$ cat src/rtl/spi_slave_rx.sv
// rtl/spi_slave_rx.sv - SPI target receiver with oversampled inputs, valid/ready word output and MISO response
module spi_slave_rx #(
    parameter int DATA_WIDTH  = 8,
    parameter int SYNC_STAGES = 2,
    parameter int CPOL        = 0,
    parameter int CPHA        = 0,
    parameter int CNT_WIDTH   = 16
) (
    input  logic                  clk,
    input  logic                  rst_n,
    input  logic                  spi_sck,
    input  logic                  spi_mosi,
    input  logic                  spi_cs_n,
    output logic                  spi_miso,
    output logic                  spi_miso_oe,
    input  logic [DATA_WIDTH-1:0] tx_data,
    output logic [DATA_WIDTH-1:0] rx_data,
    output logic                  rx_valid,
    input  logic                  rx_ready,
    output logic                  frame_start,
    output logic                  frame_end,
    output logic [CNT_WIDTH-1:0]  byte_count,
    output logic                  overrun
);

    localparam logic SCK_IDLE    = (CPOL != 0);
    localparam logic SAMPLE_RISE = (CPOL == CPHA);
    localparam int   BW          = $clog2(DATA_WIDTH + 1);
    localparam logic [BW-1:0] FULL = BW'(DATA_WIDTH);

    typedef enum logic {IDLE, ACTIVE} state_t;

    state_t state, next_state;

    logic [SYNC_STAGES-1:0] sck_sync, mosi_sync, cs_sync;
    logic                   sck_hist;
    logic                   sck_s, mosi_s, cs_active;
    logic                   sample_edge, shift_edge;
    logic                   start, stop, word_done;
    logic [BW-1:0]          bit_cnt;
    logic [DATA_WIDTH-1:0]  rx_shift, tx_shift;

    always_ff @(posedge clk or negedge rst_n) begin
        if (!rst_n) begin
            sck_sync  <= {SYNC_STAGES{SCK_IDLE}};
            mosi_sync <= '0;
            cs_sync   <= '1;
            sck_hist  <= SCK_IDLE;
        end else begin
            sck_sync  <= {sck_sync[SYNC_STAGES-2:0], spi_sck};
            mosi_sync <= {mosi_sync[SYNC_STAGES-2:0], spi_mosi};
            cs_sync   <= {cs_sync[SYNC_STAGES-2:0], spi_cs_n};
            sck_hist  <= sck_sync[SYNC_STAGES-1];
        end
    end

    assign sck_s       = sck_sync[SYNC_STAGES-1];
    assign mosi_s      = mosi_sync[SYNC_STAGES-1];
    assign cs_active   = ~cs_sync[SYNC_STAGES-1];
    assign sample_edge = SAMPLE_RISE ? (sck_s & ~sck_hist) : (~sck_s & sck_hist);
    assign shift_edge  = SAMPLE_RISE ? (~sck_s & sck_hist) : (sck_s & ~sck_hist);

    always_ff @(posedge clk or negedge rst_n) begin
        if (!rst_n) begin
            state <= IDLE;
        end else begin
            state <= next_state;
        end
    end

    // A completed word is delivered before a coincident CS release is acted on.
    always_comb begin
        next_state = state;
        start      = 1'b0;
        stop       = 1'b0;
        word_done  = 1'b0;
        case (state)
            IDLE: begin
                if (cs_active) begin
                    next_state = ACTIVE;
                    start      = 1'b1;
                end
            end
            ACTIVE: begin
                if (bit_cnt == FULL) begin
                    word_done = 1'b1;
                end else if (!cs_active) begin
                    next_state = IDLE;
                    stop       = 1'b1;
                end
            end
            default: next_state = IDLE;
        endcase
    end

    always_ff @(posedge clk or negedge rst_n) begin
        if (!rst_n) begin
            rx_data     <= '0;
            rx_valid    <= 1'b0;
            frame_start <= 1'b0;
            frame_end   <= 1'b0;
            byte_count  <= '0;
            overrun     <= 1'b0;
            spi_miso    <= 1'b0;
            spi_miso_oe <= 1'b0;
            bit_cnt     <= '0;
            rx_shift    <= '0;
            tx_shift    <= '0;
        end else begin
            frame_start <= start;
            frame_end   <= stop;
            if (rx_valid && rx_ready) begin
                rx_valid <= 1'b0;
            end
            if (start) begin
                byte_count  <= '0;
                bit_cnt     <= '0;
                overrun     <= 1'b0;
                spi_miso_oe <= 1'b1;
                spi_miso    <= tx_data[DATA_WIDTH-1];
                // CPHA=0 has already presented the MSB, so the first shift edge moves to the next bit.
                tx_shift    <= (CPHA == 0) ? (tx_data << 1) : tx_data;
            end else if (stop) begin
                spi_miso_oe <= 1'b0;
                spi_miso    <= 1'b0;
                bit_cnt     <= '0;
            end else if (word_done) begin
                if (!rx_valid || rx_ready) begin
                    rx_data  <= rx_shift;
                    rx_valid <= 1'b1;
                end else begin
                    overrun <= 1'b1;
                end
                byte_count <= byte_count + 1'b1;
                bit_cnt    <= '0;
                tx_shift   <= tx_data;
            end else if (state == ACTIVE) begin
                if (sample_edge) begin
                    rx_shift <= {rx_shift[DATA_WIDTH-2:0], mosi_s};
                    bit_cnt  <= bit_cnt + 1'b1;
                end
                if (shift_edge) begin
                    spi_miso <= tx_shift[DATA_WIDTH-1];
                    tx_shift <= {tx_shift[DATA_WIDTH-2:0], 1'b0};
                end
            end
        end
    end

endmodule

$ cat config.mk
export PLATFORM = sky130hd
export DESIGN_NAME = spi_slave_rx
export DESIGN_NICKNAME = d
export VERILOG_FILES = /design/src/rtl/spi_slave_rx.sv
export SDC_FILE = /design/constraint.sdc
export NUM_CORES = 1
export LEC_CHECK = 0
export ABC_AREA = 1
export CORE_ASPECT_RATIO = 0.9
export CORE_UTILIZATION = 40
export CTS_CLUSTER_SIZE = 10
export DETAILED_ROUTE_END_ITERATION = 7
export GPL_TIMING_DRIVEN = 0
export HOLD_SLACK_MARGIN = 0.1
export MAX_ROUTING_LAYER = met4
export PLACE_DENSITY = 0.69
export SLEW_MARGIN = 20
export SYNTH_ARGS = -nofsm -noshare
export SYNTH_HDL_FRONTEND = slang
export SYNTH_SLANG_ARGS = --single-unit
$ cat constraint.sdc
create_clock -name clk -period 1.8 [get_ports clk]
set_clock_uncertainty 0.15 [all_clocks]
set_input_delay 0.36 -clock clk [delete_from_list [all_inputs] [get_ports clk]]
set_output_delay 0.36 -clock clk [all_outputs]
set_load 0.01 [all_outputs]
== After elaboration in Yosys (flattened, before gate mapping) ==
Cells that the tools add are included.

* $add $sub $neg: 2
* Equality and inequality tests: 4
* Muxes and demuxes: 38
* Bitwise logic cells: 8
* Reduce and logical (&&, ||, !) cells: 18

{| class="wikitable"
|+ Operators by type and width
! cell !! count
|-
| 2-to-1 mux 16 bit || 3
|-
| 2-to-1 mux 8 bit || 5
|-
| 2-to-1 mux 1 bit || 24
|-
| 2-to-1 mux 4 bit || 5
|-
| adder 16 x 1 -> 16 bit (second input constant) || 1
|-
| nonzero test 3 bit || 4
|-
| AND reduction 3 bit || 3
|-
| nonzero test 4 bit || 2
|-
| NOT 1 bit || 6
|-
| AND reduction 5 bit || 1
|-
| adder 4 x 1 -> 4 bit (second input constant) || 1
|-
| equality test 4 bit (second input constant) || 1
|-
| != test 2 bit (second input constant) || 2
|-
| AND reduction 2 bit || 2
|-
| AND reduction 4 bit || 1
|-
| nonzero test 2 bit || 2
|-
| != test 3 bit (second input constant) || 1
|-
| AND 1 bit || 2
|-
| one-hot mux 1 bit (2 select lines) || 1
|-
| logical AND 1 bit || 1
|-
| zero test 1 bit || 1
|-
| logical OR 1 bit || 1
|}

* Register bits: 58
* Output and inout port bits: 30
* Logic and storage cells: 86

== Logic depth before layout (Yosys ltp) ==
Gate-level depths: netlist of the first run.

* Word-level depth: 7
* Mapped depth: 10

== Least setup slack after synthesis of the first run ==
OpenSTA, ideal clock, no wires.

* Path kind: reg2reg
* From: register bit_cnt[0]
* To: register rx_shift[5]
* Arrival time: 1318 ps
* Setup slack: 211 ps
* Cell stages (with the launch flop): 10
* Buffers on the path: 1
* Period minus slack after synthesis: 1589 ps
* Path through: dfrtp_1 inv_1 ha_1 nand2_1 nor2_4 nor2_4 nand3_4 buf_6 nand2_1 o21ai_1

* Cells in the longest elaborated chain, start to end: 5
* Elaborated cells on any way between the ends: 8
* Classes of those cells: eq/ne (1); mux (4); bitwise (2); reduce/logical (1)

{| class="wikitable"
|+ Ends and longest elaborated chain
! element !! line !! source
|-
| start, declared || 40 || <nowiki>logic [BW-1:0] bit_cnt;</nowiki>
|-
| start signal, assigned || 140 || <nowiki>bit_cnt <= bit_cnt + 1'b1;</nowiki>
|-
| equality test 4 bit * || 85 || <nowiki>if (bit_cnt == FULL) begin</nowiki>
|-
| 2-to-1 mux 1 bit || 85 ||
|-
| 2-to-1 mux 1 bit || 77 || <nowiki>case (state)</nowiki>
|-
| NOT 1 bit (no line) || - ||
|-
| AND reduction 5 bit (no line) * || - ||
|-
| end signal, assigned || 139 || <nowiki>rx_shift <= {rx_shift[DATA_WIDTH-2:0], mosi_s};</nowiki>
|-
| end, declared || 41 || <nowiki>logic [DATA_WIDTH-1:0] rx_shift, tx_shift;</nowiki>
|}

Mark *: on every way between the ends. The rest lies on a longest branch, timed or not.
A chain may end at the register's enable or synchronous reset.

== Worst setup path in the final report of the first run ==
* From: register byte_count[9]
* To: output port byte_count[9]

{| class="wikitable"
|+ RTL lines
! element !! line !! source
|-
| start, declared || 22 || <nowiki>output logic [CNT_WIDTH-1:0] byte_count,</nowiki>
|-
| start signal, assigned || 134 || <nowiki>byte_count <= byte_count + 1'b1;</nowiki>
|}

No word-level cell between the ends.

==> impl_metrics.tcl, run 1 <==
set metrics [dict create \
    cts_sinks 58 \
    clk_path_buf_depth 2 \
    io_buffers 43 \
    pwr-share-clk_pct 46.3 \
    wl_per_cell_um 12.2 \
    io_pins 44 \
    slew_viol_final 0 \
    synthTopCellsByArea "dfrtp_1 (50%), nand2_1 (13%), nand3_1 (7.5%)" \
    fmax_ghz 0.573 \
    worstReg2RegStart "cs_sync[1]$_DFF_PN1_" \
    dieArea_um2 7350 \
    worst_skew_pair.late_latency_ps 340 \
    antenna_found_initial 0 \
    grt_setup_unrepaired "false" \
    track_usage_pct 18.7 \
    required_ps 1290 \
    critical_path_class "reg -> out" \
    setup_tns_ps 0 \
    path_buf_inv 1 \
    gr-total-overflow 0 \
    drive_above_1_share_pct 16.8 \
    wirelength_um 6110 \
    drtAntennaViolNets 0 \
    period_needed_ps 1750 \
    core_area_um2 6690 \
    fin_crit_sh_pct 97.0 \
    tritoncts "built" \
    n_antenna_cell 0 \
    relSlewSlack_pct 76.4 \
    grt_max_degree 58 \
    p_sw_share_pct 22.5 \
    synth-seq-area-share_pct 51.9 \
    slowest_stage "clkdlybuf4s50_1" \
    avgSynthCellArea_um2 8.32 \
    synth_top_cell_by_area "dfrtp_1" \
    status "completed" \
    net-switching-power_mw 0.732 \
    layout_common_cells "nand2_1 (96), dfrtp_1 (53), nand3_1 (41), inv_1 (32), clkdlybuf4s50_1 (30)" \
    viasPerCell 4.76 \
    max-cap-violations 0 \
    dieHeight_um 81.4 \
    yosysUniqueCellTypes 30 \
    p_seq_share_pct 44.2 \
    hpwlAfterDp_um 4200 \
    cp-start-kind "flip-flop" \
    p_comb_share_pct 9.5 \
    power.leakage_nw 1.84 \
    drc_errors 0 \
    root_buffer "clkbuf_8" \
    dr.first_iter.drc_count 101 \
    fp.dieW_um 90.3 \
    synthCells 337 \
    vias 2387 \
    grt_pass1_vias 2302 \
    firstDrtPassIters 4 \
    mostFrequentLayoutCell "nand2_1" \
    utilization_pct 56.4 \
    tightest_slew_ps 353 \
    start_util_pct 41.9 \
    ir_drop_v 0.000554 \
    path_clk_slew_ps 70 \
    synthesis.nets 354 \
    crit_family "buffers and inverters" \
    ys_ff_latch 58 \
    worstSetupEndpointType "primary output" \
    synth_top_area_share_pct 50.0 \
    numCtsBuffers 9 \
    place_congestion 0.870 \
    setup_viol 0 \
    crit_chain "clkdlybuf4s50_1" \
    intPower_mw 2.52 \
    rows 28 \
    grt_pass1_wl_um 10300 \
    crit_arrival_ps 1240 \
    crit_fanout 2 \
    area_growth_pct 34.6 \
    crit_start "byte_count[9]$_DFFE_PN0P_" \
    p_per_area_nw_per_um2 861 \
    nets 423 \
    max_stage_delay_ps 540 \
    hold_path_class "in -> async" \
    ys_warn_count 0 \
    htree_levels 3 \
    finalHoldViolCount 0 \
    mappedNetlistArea_um2 2800 \
]
[stage by stage]
step           instance area (µm²)  worst slack (ps)  std cells  power (mW)  hold slack [ps]
3_3_place_gp                  3350             -1610        470        1.75              181
3_5_place_dp                  3370             -47.9        471        1.77             8.52
2_1_floorplan                 2800               211        337        1.64            -85.6
6_report                      3770              53.5        501        3.25              199
5_1_grt                       3770             0.482        501        3.39              192
4_1_cts                       3710              10.1        498        3.29              181
[cells in the mapped netlist]
library cell,number
inv_1,32
buf_4,1
nor2_4,5
inv_2,8
a22o_1,1
nor3_1,2
o21ai_0,2
o21ai_4,1
buf_2,3
nand4_1,2
xnor2_1,1
nor2_1,29
a21oi_2,1
nand3_4,1
xor2_1,2
dfstp_2,2
nand2_2,3
ha_1,3
a21oi_1,4
nand2_1,97
nand3b_1,3
clkbuf_1,1
o21ai_1,23
nand4_4,1
or2_1,6
o21bai_1,1
buf_6,3
dfrtp_1,56
nor3_2,1
nand3_1,42
[routing by layer]
layer	vias up	track usage, %	wire [µm]
li1	1208	-	-
met1	1114	21.9	2840
met2	61	31.0	2880
met3	4	6.57	367
met4	0	5.16	29
met5	-	-	0
[area by class of cell]
cell class | count | area, µm²
well taps | 90 | 113
clock inverters | 4 | 97.6
flip-flops and latches | 58 | 1460
inverters | 40 | 150
fillers | 620 | 2920
clock buffers | 12 | 155
plain buffers | 7 | 60.1
multi-input cells | 231 | 1150
repair buffers | 59 | 587
[state kept, by name, summed over array words and instances (netlist names)]
register,cells
rx_valid,1
spi_miso_oe,1
cs_sync,2
frame_end,1
rx_shift,8
spi_miso,1
rx_data,8
sck_hist,1
state,1
mosi_sync,2
byte_count,16
sck_sync,2
bit_cnt,4
frame_start,1
tx_shift,8
overrun,1
[kinds of logic after synthesis]
kind of cell | share of synthesized area [%]
AOI/OAI and AO/OA | 6.65
xor gates and xnor gates | 0.937
adders and majority gates | 1.34
buffers and inverters | 7.50
DFF | 51.9
and+or+nand+nor | 31.7
[power by group through the flow]
stage	sequential, mW	clock (mW)	combinational [mW]
after floorplan	1.45	0	0.181
after global routing	1.45	1.59	0.353
after detailed placement	1.46	0	0.302
after global placement	1.46	0	0.287
after CTS	1.44	1.54	0.307
final	1.44	1.51	0.307
[repair_timing]
item                                    4_1_cts  5_1_grt
hold buffers                                  1        0
gates resized for setup                      12       10
endpoints found under the setup margin       24       31
pin swaps                                     1        3
buffers inserted                             11        3
endpoints found under the hold margin        56        0
[final timing paths]
check	endpoint	slack, ps	cells past startpoint
worst min register to register	sck_sync[1]$_DFF_PN0_	200	0
max in group asynchronous	cs_sync[1]$_DFF_PN1_	780	3
worst max register to register	tx_shift[1]$_DFFE_PN0P_	100	7
min in group clk	sck_sync[1]$_DFF_PN0_	200	0
worst min-delay path	tx_shift[3]$_DFFE_PN0P_	200	2
worst max-delay path	byte_count[9]	50	1
(Power assumes the default switching activity.)
==> run 2: changes to the inputs <==
- HOLD_SLACK_MARGIN: 0.1 -> 0.06
==> results of run 2 <==
Same layout as run 1: the final DEF is identical, and so are final timing and power.
